--- src/rtl/ram_reader.sv ---
// ram_reader: walks RAM 0..LAST_ADDR and hands each byte to the transmitter as two nibbles.
// Define RAM_READER_LOFIRST_EN to issue the low nibble first (default: high nibble first).
module ram_reader #(
  parameter int ADDR_W    = 5,
  parameter int LAST_ADDR = 31,
  parameter int RD_LAT    = 1
) (
  input  logic              clk,
  input  logic              reset,
  input  logic              start,
  output logic [ADDR_W-1:0] radd,
  output logic              re,
  input  logic [7:0]        rdata,
  input  logic              nib_req,
  output logic [3:0]        nib,
  output logic              nib_valid,
  output logic              busy,
  output logic              done
);
  typedef enum logic [2:0] {IDLE, ADDR, WAIT, CAPT, HI, LO, NEXT} state_t;
  state_t      state;
  logic [7:0]  data_q;
  logic        cnt;
  logic [3:0]  nib_first, nib_second;
`ifdef RAM_READER_LOFIRST_EN
  assign nib_first  = data_q[3:0];
  assign nib_second = data_q[7:4];
`else
  assign nib_first  = data_q[7:4];
  assign nib_second = data_q[3:0];
`endif
  always_ff @(posedge clk) begin
    if (reset) begin
      state     <= IDLE;
      radd      <= '0;
      re        <= 1'b0;
      nib       <= 4'h0;
      nib_valid <= 1'b0;
      busy      <= 1'b0;
      done      <= 1'b0;
      data_q    <= 8'h00;
      cnt       <= 1'b0;
    end else begin
      re        <= 1'b0;
      nib_valid <= 1'b0;
      done      <= 1'b0;
      case (state)
        IDLE: if (start) begin
          state <= ADDR;
          radd  <= '0;
          re    <= 1'b1;
          busy  <= 1'b1;
        end
        ADDR: begin
          state <= WAIT;
          cnt   <= 1'(RD_LAT - 1);
        end
        WAIT: if (cnt == 1'b0) state <= CAPT; else cnt <= cnt - 1'b1;
        CAPT: begin
          data_q <= rdata;
          state  <= HI;
        end
        HI: if (nib_req) begin
          nib       <= nib_first;
          nib_valid <= 1'b1;
          state     <= LO;
        end
        LO: if (nib_req) begin
          nib       <= nib_second;
          nib_valid <= 1'b1;
          state     <= NEXT;
        end
        NEXT: if (radd == ADDR_W'(LAST_ADDR)) begin
          done  <= 1'b1;
          radd  <= '0;
          busy  <= 1'b0;
          state <= IDLE;
        end else begin
          radd  <= radd + 1'b1;
          re    <= 1'b1;
          state <= ADDR;
        end
        default: state <= IDLE;
      endcase
    end
  end
endmodule

--- config.mk ---
export PLATFORM = sky130hd
export DESIGN_NAME = ram_reader
export DESIGN_NICKNAME = d
export VERILOG_FILES = /design/src/rtl/ram_reader.sv
export SDC_FILE = /design/constraint.sdc
export NUM_CORES = 1
export LEC_CHECK = 0
export BUFFER_PORTS_ARGS = -buffer_cell sky130_fd_sc_hd__buf_4
export CAP_MARGIN = 20
export CORE_MARGIN = 5
export CORE_UTILIZATION = 33
export DETAILED_ROUTE_END_ITERATION = 16
export GPL_ROUTABILITY_DRIVEN = 1
export GPL_TIMING_DRIVEN = 0
export PLACE_DENSITY = 0.53
export SETUP_SLACK_MARGIN = 0.02
export SYNTH_ARGS = -nofsm -noshare
export SYNTH_HDL_FRONTEND = slang
export SYNTH_SLANG_ARGS = --single-unit
--- constraint.sdc ---
create_clock -name clk -period 2.06 [get_ports clk]
set_clock_uncertainty 0.2 [all_clocks]
set_input_delay 0.206 -clock clk [delete_from_list [all_inputs] [get_ports clk]]
set_output_delay 0.206 -clock clk [all_outputs]
set_load 0.005 [all_outputs]
# Yosys cells after proc, flatten, opt, wreduce, memory -nomap -nowiden
# Index checks and enable logic that the tools add are counted.
# totals
inputBits	12
mem_bits_ro	0
ff_bits	25
mem_bits_rw	0
wordCells	58
latchBits	0
output_inout_bits	13
mem_count	0
# op_classes
order_cmp	0
n_div	0
n_bitwise	2
eq_ne	12
n_reduce_logical	11
muxes	22
shift	0
n_mul	0
n_addsub	2
# op_table
operator	n
case mux 3 bit (7 select lines)	1
two-way mux 3 bit	4
two-way mux 5 bit	2
inequality test 2 bit (second input constant)	5
case mux 5 bit (2 select lines)	1
== test 3 bit (second input constant)	3
two-way mux 1 bit	8
two-way mux 4 bit	2
case mux 4 bit (2 select lines)	1
== test 3 x 2 -> 1 bit (second input constant)	2
case mux 1 bit (2 select lines)	3
AND reduction 3 bit	2
nonzero test 2 bit	3
OR reduction 2 bit	3
adder 5 x 1 -> 5 bit (second input constant)	1
== test 5 bit (second input constant)	1
AND reduction 4 bit	1
== test 3 x 1 -> 1 bit (second input constant)	1
zero test 3 bit	1
inverter 1 bit	2
AND reduction 2 bit	1
subtractor 1 bit (second input constant)	1

# Depth between registers and ports, before layout
# Gate-level depths: netlist (run 1).
# depth
ltp_word	4
depth_mapped	6

# Worst setup path before layout (run 1)
# OpenSTA, ideal clock, no wires.
# synth_path
path_type	flip-flop to flip-flop
from	register radd[0]
to	register state[0]
setup_ns	0.126
arrival_ns	1.317
stages_incl_launch_ff	7
period_less_slack_ns	1.643
required_ns	1.734
setup_slack_ns	0.417
path_cell_list	dfxtp_1 > ha_1 > and3_1 > ha_1 > inv_1 > o31a_1 > a21boi_0
# synth_via
elab_chain_len	3
# synth_rtl
item	line	text
start, declared	11	output logic [ADDR_W-1:0] radd,
start signal, assigned	79	radd <= radd + 1'b1;
== test 5 bit	73	NEXT: if (radd == ADDR_W'(LAST_ADDR)) begin
two-way mux 1 bit	73	
case mux 3 bit (7 select lines)	47	case (state)
end signal, assigned	49	state <= ADDR;
end signal, assigned	71	state <= NEXT;
end signal, assigned	77	state <= IDLE;
end, declared	21	state_t state;
# Every way passes these cells.
# A chain may end at the register's enable or synchronous reset.

# Worst setup path after layout (run 1)
# Ends and elaborated chain as after synthesis.

==> flow_summary.ini, run 1 <==
[outcome]
outcome = complete, no violations

[pwr]
power_density_nw_per_um2 = 604
power_uw = 841
peakVddDrop_uv = 260
power_leakage_nw = 0.667

[critical_path]
path_class = register to register
worstPathRequired_ns = 2.06
arrival_ns = 1.80
cp-end-kind = register
startpoint_type = register
worstPathMaxFanout = 4

[floorplan]
ios = 25
initial_core_util = 0.340
core-area_um2 = 3030
die_height_um = 65.9
die_w_um = 65.9
dieArea_um2 = 4340
rows = 20

[final_layout]
fin_area_um2 = 1390
drive_gt1_frac = 0.236
register_area_um2 = 480
diodes = 0
final_core_util = 0.460
fin_nets = 159
multiInputGateArea_um2 = 498
fillers = 311
area_growth_syn_to_layout_pct = 35.1

[yosys]
synth_common_cells = dfxtp_1, mux2i_1, nor2_1
synth_compound_area_frac = 0.142
synthFlopType = dfxtp_1
yosys.area.top_type_share = 0.466
async_reset_ff_frac = 0
synth_simple_gate_area_share = 0.191
synth_edf_count = 0
synth_cells = 107
synthXorXnorAreaFrac = 0
yosysTopAreaCell = dfxtp_1
yosysMostFrequentCell = dfxtp_1
syn_area_per_cell_um2 = 9.64
synth.area.mux_share = 0.126
ys_types = 31
yosysWarningCount = 0
yosys.area_share.adder = 0.0243
synth_top_family_by_area = simple AND/OR/NAND/NOR gates
synthTopCellsByArea = dfxtp_1, mux2i_1, nor2_1
synth_seq_cells = 24
netlist_area_um2 = 1030
synth_seq_area_share = 0.466
synthesis.nets = 121

[detailed_routing]
num_vias = 849
ant_nets = 0
top_layer_used = met4
drt_iter0_drc = 11
drcViolationCount = 0
m1WireLength_um = 994
wl_um = 2220
wire_per_inst_um = 11.8
route.met3.wl_um = 67
vias_per_cell = 4.52
dr_wl_met2_um = 1130
drtPass1Iterations = 4

[clocking]
cts_tree = yes
clkTransAtPathRegs_ns = 0.13
cts.sinks = 24
numCtsBuffers = 3
clkLatencyLatePin_ns = 0.31
cts_buffer_depth = 2
cts_max_level = 1
cts_setup_buffers = 0
root_buffer = clkbuf_4

[global_route]
grt_usage = 0.112
grt_overflow = 0
grt_pass1_wl_um = 3800
grt_max_degree = 14
antenna_found_initial = 0
grt_pass1_vias = 860

[timing]
slew_violations = 0
fmax_mhz = 556
slew_headroom = 0.676
post-route-period-util = 0.874
tightest_slew_ns = 0.487
rsz0062_at_grt = no
finalSetupViolations = 0
fin_tns_setup_ns = 0
hold_viol = 0
fin_crit_ns = 1.80

[placed_design]
dpl-instance-area_um2 = 1270
gp_congestion = 0.741
io_buffers = 24
hpwl_um = 1630

[hold_path]
worstHoldPathType = primary input to register

[flow_run]
maxCapViolations = 0
## critical path: stages (launching register included)
cell and delay (ns):
dfxtp_1 0.42, ha_1 0.20, and3_1 0.17, ha_1 0.17, inv_1 0.09, o31a_1 0.30
a21boi_0 0.14
## kinds of logic (layout without fill, tap and decap cells)
group / Yosys count / count (layout)
multiplexers: 13 / 13
adder cells (fa/ha/maj): 2 / 2
buffers and inverters: 11 / 48
AND/OR/NAND/NOR: 34 / 34
flip-flops: 24 / 24
AO/OA/AOI/OAI: 23 / 23
## power breakdown
part	internal, mW	leakage, nW	switching [mW]
combinational	0.0635	0.452	0.0481
sequential	0.478	0.194	0.00615
clock	0.108	0.0210	0.137
total	0.649	0.667	0.192
## routing by layer
metal,track usage,vias to the layer above
met5,0,-
met4,0.0544,0
met3,0.0170,2
met2,0.196,14
met1,0.131,390
li1,-,443
## layout make-up
type,count,area share
Buffer,6,0.0243
Inverter,5,0.0135
Timing Repair Buffer,33,0.194
Tap cell,44,0.0395
Clock buffer,4,0.0261
Sequential cell,24,0.345
Multi-Input combinational cell,72,0.358
## stage by stage
stage / instances / worst slack (ns) / hold slack, ns
after global routing: 188 / 0.141 / 0.0699
after global placement: 175 / 0.277 / 0.226
after detailed placement: 175 / 0.271 / 0.237
final: 188 / 0.260 / 0.0580
after CTS: 188 / 0.238 / 0.0530
after floorplan: 107 / 0.417 / 0.0788
## flip-flops by register name (all words and copies together), names as in the netlist
| signal | count |
|---|---|
| busy | 1 |
| data_q | 8 |
| done | 1 |
| nib | 4 |
| nib_valid | 1 |
| radd | 5 |
| re | 1 |
| state | 3 |
## worst paths after layout
path | end | cells past startpoint | start | slack [ns]
setup / recovery | state[0]$_SDFFE_PP0P_ | 6 | radd[0]$_SDFFE_PP0P_ | 0.26
hold / removal | state[1]$_SDFFE_PP0P_ | 4 | nib_req | 0.06
setup reg to reg | state[0]$_SDFFE_PP0P_ | 6 | radd[0]$_SDFFE_PP0P_ | 0.26
hold reg to reg | busy$_SDFFE_PP0P_ | 1 | busy$_SDFFE_PP0P_ | 0.28
## layout by cell type, fill, tap and decap left out, types with 3 or more instances in the layout
cell type,netlist,final
dfxtp_1,24,24
buf_4,0,24
mux2i_1,13,13
nor2_1,11,11
dlygate4sd3_1,0,9
o21ai_0,6,6
a21oi_1,6,6
inv_1,5,5
nor2b_1,4,4
nand2_1,4,4
buf_2,3,3
nor3b_1,3,3
clkbuf_4,0,3
## repair_timing
action,in CTS,in global routing
gates resized for setup,0,0
hold buffers,9,0
hold endpoints to repair,10,0
endpoints found under the setup margin,0,0
No activity file was read; power rests on OpenSTA's default activity.
==> run 2: changes to the inputs <==
PLACE_DENSITY = 0.64   (was 0.53)
==> run 2 against run 1 <==
Die area stayed put. Worst hold slack worse by 0.0042 ns. Combinational power hardly changed. Utilization is 0.45 points lower. Clock power is 18% lower. First-iteration DRC count is 120% higher. Critical path depth stayed put. Highest routed layer unchanged.
==> flow_summary.ini, run 2 (same netlist as run 1, synthesis figures left out) <==
[floorplan]
ios = 25
die_height_um = 65.9
die_w_um = 65.9
initial_core_util = 0.340
rows = 20
dieArea_um2 = 4340
core-area_um2 = 3030

[global_route]
grt_overflow = 0
grt_usage = 0.106
grt_pass1_wl_um = 3610
grt_pass1_vias = 825
grt_max_degree = 13
use_met3 = 0.0119
antenna_found_initial = 0
grtUsageMet1 = 0.128
top_usage_layer = met2
grtUsageMet2 = 0.184

[clocking]
clkLatencyLatePin_ns = 0.30
numCtsBuffers = 3
post_cts_resize_count = 0
cts_hold_buffers = 9
cts_max_level = 1
clkTransAtPathRegs_ns = 0.12
cts_buffer_depth = 2
cts_setup_buffers = 0
cts.sinks = 24
root_buffer = clkbuf_4
cts_tree = yes

[final_layout]
drive_gt1_frac = 0.231
regMostFlops = data_q
fin_area_um2 = 1380
fin_nets = 159
layout_common_cells = dfxtp_1, buf_4, mux2i_1, nor2_1, dlygate4sd3_1
largest_register_ffs = 8
final_cells = 187
reg_top3 = data_q x8, radd x5, nib x4
diodes = 0
area_growth_syn_to_layout_pct = 33.7
final_core_util = 0.455

[pwr]
power_leakage_nw = 0.660
peakVddDrop_uv = 220
power_uw = 796
power_density_nw_per_um2 = 577

[flow_run]
maxCapViolations = 0

[critical_path]
r2r_setup_slack_ns = 0.26
startpoint = radd[0]$_SDFFE_PP0P_
crit_end = state[0]$_SDFFE_PP0P_
worstPathMaxFanout = 4
startpoint_type = register
arrival_ns = 1.80
path_class = register to register
cp-end-kind = register
worstPathRequired_ns = 2.06
ff2ff_path_depth = 6
r2r_end = state[0]$_SDFFE_PP0P_
r2r-start = radd[0]$_SDFFE_PP0P_

[timing]
fmax_mhz = 557
slew_violations = 0
fin_crit_ns = 1.80
fin_tns_setup_ns = 0
tightest_slew_ns = 0.446
rsz0062_at_grt = no
finalSetupViolations = 0
hold_viol = 0
slew_headroom = 0.703
post-route-period-util = 0.872

[placed_design]
io_buffers = 24
hpwl_um = 1540
gp_congestion = 0.713
dpl-instance-area_um2 = 1270
placed_cells = 175

[detailed_routing]
wl_um = 2060
wire_per_inst_um = 11.0
num_vias = 837
drt_iter0_drc = 24
drtPass1Iterations = 2
drcViolationCount = 0
ant_nets = 0
vias_per_cell = 4.48

[hold_path]
worstHoldPathType = primary input to register
hp-start = nib_req

[outcome]
outcome = complete, no violations
==> run 2: worst min path at each step <==
stage                                  to  slack [ns]  depth (start not counted)
detailed placement    nib[2]$_SDFFE_PP0P_        0.23                          2
global route        state[1]$_SDFFE_PP0P_         0.1                          4
floorplan             nib[2]$_SDFFE_PP0P_        0.08                          1
CTS                 state[1]$_SDFFE_PP0P_        0.05                          4
finish              state[1]$_SDFFE_PP0P_        0.05                          4
global placement      nib[2]$_SDFFE_PP0P_        0.23                          2
==> run 2: cell type report <==
class	instances	area [µm²]
fill	290	1650
inverter	5	18.8
sequential	24	480
clock buffer	3	22.5
timing repair buffer	33	270
multi-input combinational	72	498
buffer	6	33.8
tap	44	55.1
==> run 2: power breakdown <==
part	internal, mW	switching (mW)
Sequential	0.478	0.00638
Combinational	0.0634	0.0467
Clock	0.0683	0.134
Total	0.609	0.187
==> run 2: per-layer routing <==
metal / vias up / part of all wire
met4: 0 / 0.013
met5: - / 0
met3: 2 / 0.022
met2: 8 / 0.50
li1: 447 / -
met1: 380 / 0.47
==> run 2: stage by stage <==
step | hold slack, ns | setup slack, ns
after detailed placement | 0.232 | 0.260
final | 0.0538 | 0.264
after global placement | 0.233 | 0.337
after global routing | 0.0985 | 0.112
after floorplan | 0.0788 | 0.417
after CTS | 0.0463 | 0.260
==> run 2: critical path: stages (launching register included) <==
cell and delay, ns:
dfxtp_1 0.41, ha_1 0.21, and3_1 0.17, ha_1 0.18
inv_1 0.10, o31a_1 0.29, a21boi_0 0.13
==> run 3: changes to the inputs <==
CORE_ASPECT_RATIO = 0.7   (was default)
==> run 3 against run 2 <==
Sequential cell count stayed put. Clock power is 54% higher. Register-to-register slack better by 0.02 ns. Final cell count is 2.7% lower. Critical endpoint unchanged. Critical path depth stayed put.
==> flow_summary.ini, run 3 (same netlist as run 1, synthesis figures left out) <==
[placed_design]
placed_cells = 169
hpwl_um = 1590
gp_congestion = 0.679
io_buffers = 24

[critical_path]
arrival_ns = 1.72
critPathMaxStageDelay_ns = 0.40
crit_end = state[0]$_SDFFE_PP0P_
cp_slowest_cell = dfxtp_1
cp_num_buf_inv = 1
critical-path-top-delay-family = compound AO/OA/AOI/OAI gates
r2r_end = state[0]$_SDFFE_PP0P_
startpoint_type = register
worstPathMaxFanout = 4
startpoint = radd[0]$_SDFFE_PP0P_
cp_common_cell = ha_1
worstPathCellList = ha_1 -> and3_1 -> ha_1 -> inv_1 -> o31a_1 -> a21boi_0
path_depth = 6
r2r_setup_slack_ns = 0.29
path_class = register to register
worstPathRequired_ns = 2.01
ff2ff_path_depth = 6
cp-end-kind = register
r2r-start = radd[0]$_SDFFE_PP0P_

[clocking]
cts_setup_buffers = 0
root_buffer = clkbuf_8
cts.sinks = 24
cts_max_level = 1
clkTransAtPathRegs_ns = 0.08
cts_buffer_depth = 2
numCtsBuffers = 3
post_cts_resize_count = 0
clkLatencyLatePin_ns = 0.26
cts_tree = yes

[floorplan]
die_height_um = 56.8
rows = 17
core-area_um2 = 3080
die_w_um = 76.8
dieArea_um2 = 4360
ios = 25
initial_core_util = 0.334

[timing]
rsz0062_at_grt = no
slew_headroom = 0.694
fmax_mhz = 564
finalSetupViolations = 0
fin_crit_ns = 1.77
hold_viol = 0
tightest_slew_ns = 0.459
fin_tns_setup_ns = 0
slew_violations = 0
post-route-period-util = 0.861

[detailed_routing]
route.met3.wl_um = 109
num_vias = 856
dr_wl_met2_um = 1000
ant_nets = 0
m1WireLength_um = 1040
drt_iter0_drc = 20
drcViolationCount = 0
top_layer_used = met4
drtPass1Iterations = 4
wire_per_inst_um = 12.0
wl_um = 2180
vias_per_cell = 4.70

[outcome]
outcome = complete, no violations

[final_layout]
largest_register_ffs = 8
layout_common_cells = dfxtp_1, buf_4, mux2i_1, nor2_1, dlygate4sd3_1
regMostFlops = data_q
fillers = 293
drive_gt1_frac = 0.236
final_cells = 182
diodes = 0
area_growth_syn_to_layout_pct = 36.2
final_core_util = 0.455
reg_top3 = data_q x8, radd x5, nib x4
fin_nets = 159

[pwr]
power_density_nw_per_um2 = 646
peakVddDrop_uv = 235
power_leakage_nw = 0.675

[global_route]
grt_max_degree = 14
grt_pass1_wl_um = 3730
grt_pass1_vias = 828
grt_usage = 0.106
grt_overflow = 0
antenna_found_initial = 0

[hold_path]
worstHoldPathType = primary input to register
whs_path_depth = 4

[flow_run]
maxCapViolations = 0
[run 3: cell types whose count changed in the layout (fill, tap and decap cells not counted)]
cell and delta:
clkbuf_4 -3, clkbuf_8 +4
[run 3: worst min-delay path by stage]
stage / endpoint / from
after global routing: state[1]$_SDFFE_PP0P_ / nib_req
after global placement: nib[2]$_SDFFE_PP0P_ / reset
after CTS: state[1]$_SDFFE_PP0P_ / nib_req
after detailed placement: nib[2]$_SDFFE_PP0P_ / reset
after floorplan: nib[2]$_SDFFE_PP0P_ / reset
final: state[1]$_SDFFE_PP0P_ / nib_req
[run 3: final cells by class]
type                    count  area (µm²)  area share
multi-input cells          72         498       0.355
flip-flops and latches     24         480       0.342
clock buffers               4        55.1      0.0392
plain buffers               6        33.8      0.0241
inverters                   5        18.8      0.0134
repair buffers             33         270       0.193
well taps                  38        47.5      0.0339
[run 3: metal layers]
metal,GRT usage,vias up
met1,0.130,393
met3,0.0401,2
met5,0,-
li1,-,448
met2,0.168,13
met4,0.0374,0
[run 3: metrics by stage]
| stage | area, µm² | hold slack [ns] | setup WS [ns] | power (mW) |
|---|---|---|---|---|
| floorplan | 1030 | 0.0788 | 0.417 | 0.552 |
| global placement | 1260 | 0.227 | 0.310 | 0.589 |
| detailed placement | 1260 | 0.230 | 0.304 | 0.593 |
| CTS | 1400 | 0.116 | 0.291 | 0.919 |
| global route | 1400 | 0.136 | 0.162 | 0.952 |
| finish | 1400 | 0.123 | 0.286 | 0.907 |
[run 3: repair_timing]
action	in CTS	in global routing
setup endpoints to repair	0	0
hold buffers	9	0
hold endpoints to repair	10	0
[run 3: power by group]
part	internal (mW)	total (mW)	switching (mW)
Clock	0.170	0.312	0.141
Combinational	0.0635	0.112	0.0482
Sequential	0.477	0.483	0.00637
[run 3: worst reg2reg max path, delay by kind of cell, from the launching register on]
kind / cells / cell delay [ns]
adder cells (fa/ha/maj): 2 / 0.37
flip-flops: 1 / 0.40
buffers and inverters: 1 / 0.09
AO/OA/AOI/OAI: 2 / 0.45
AND/OR/NAND/NOR: 1 / 0.16
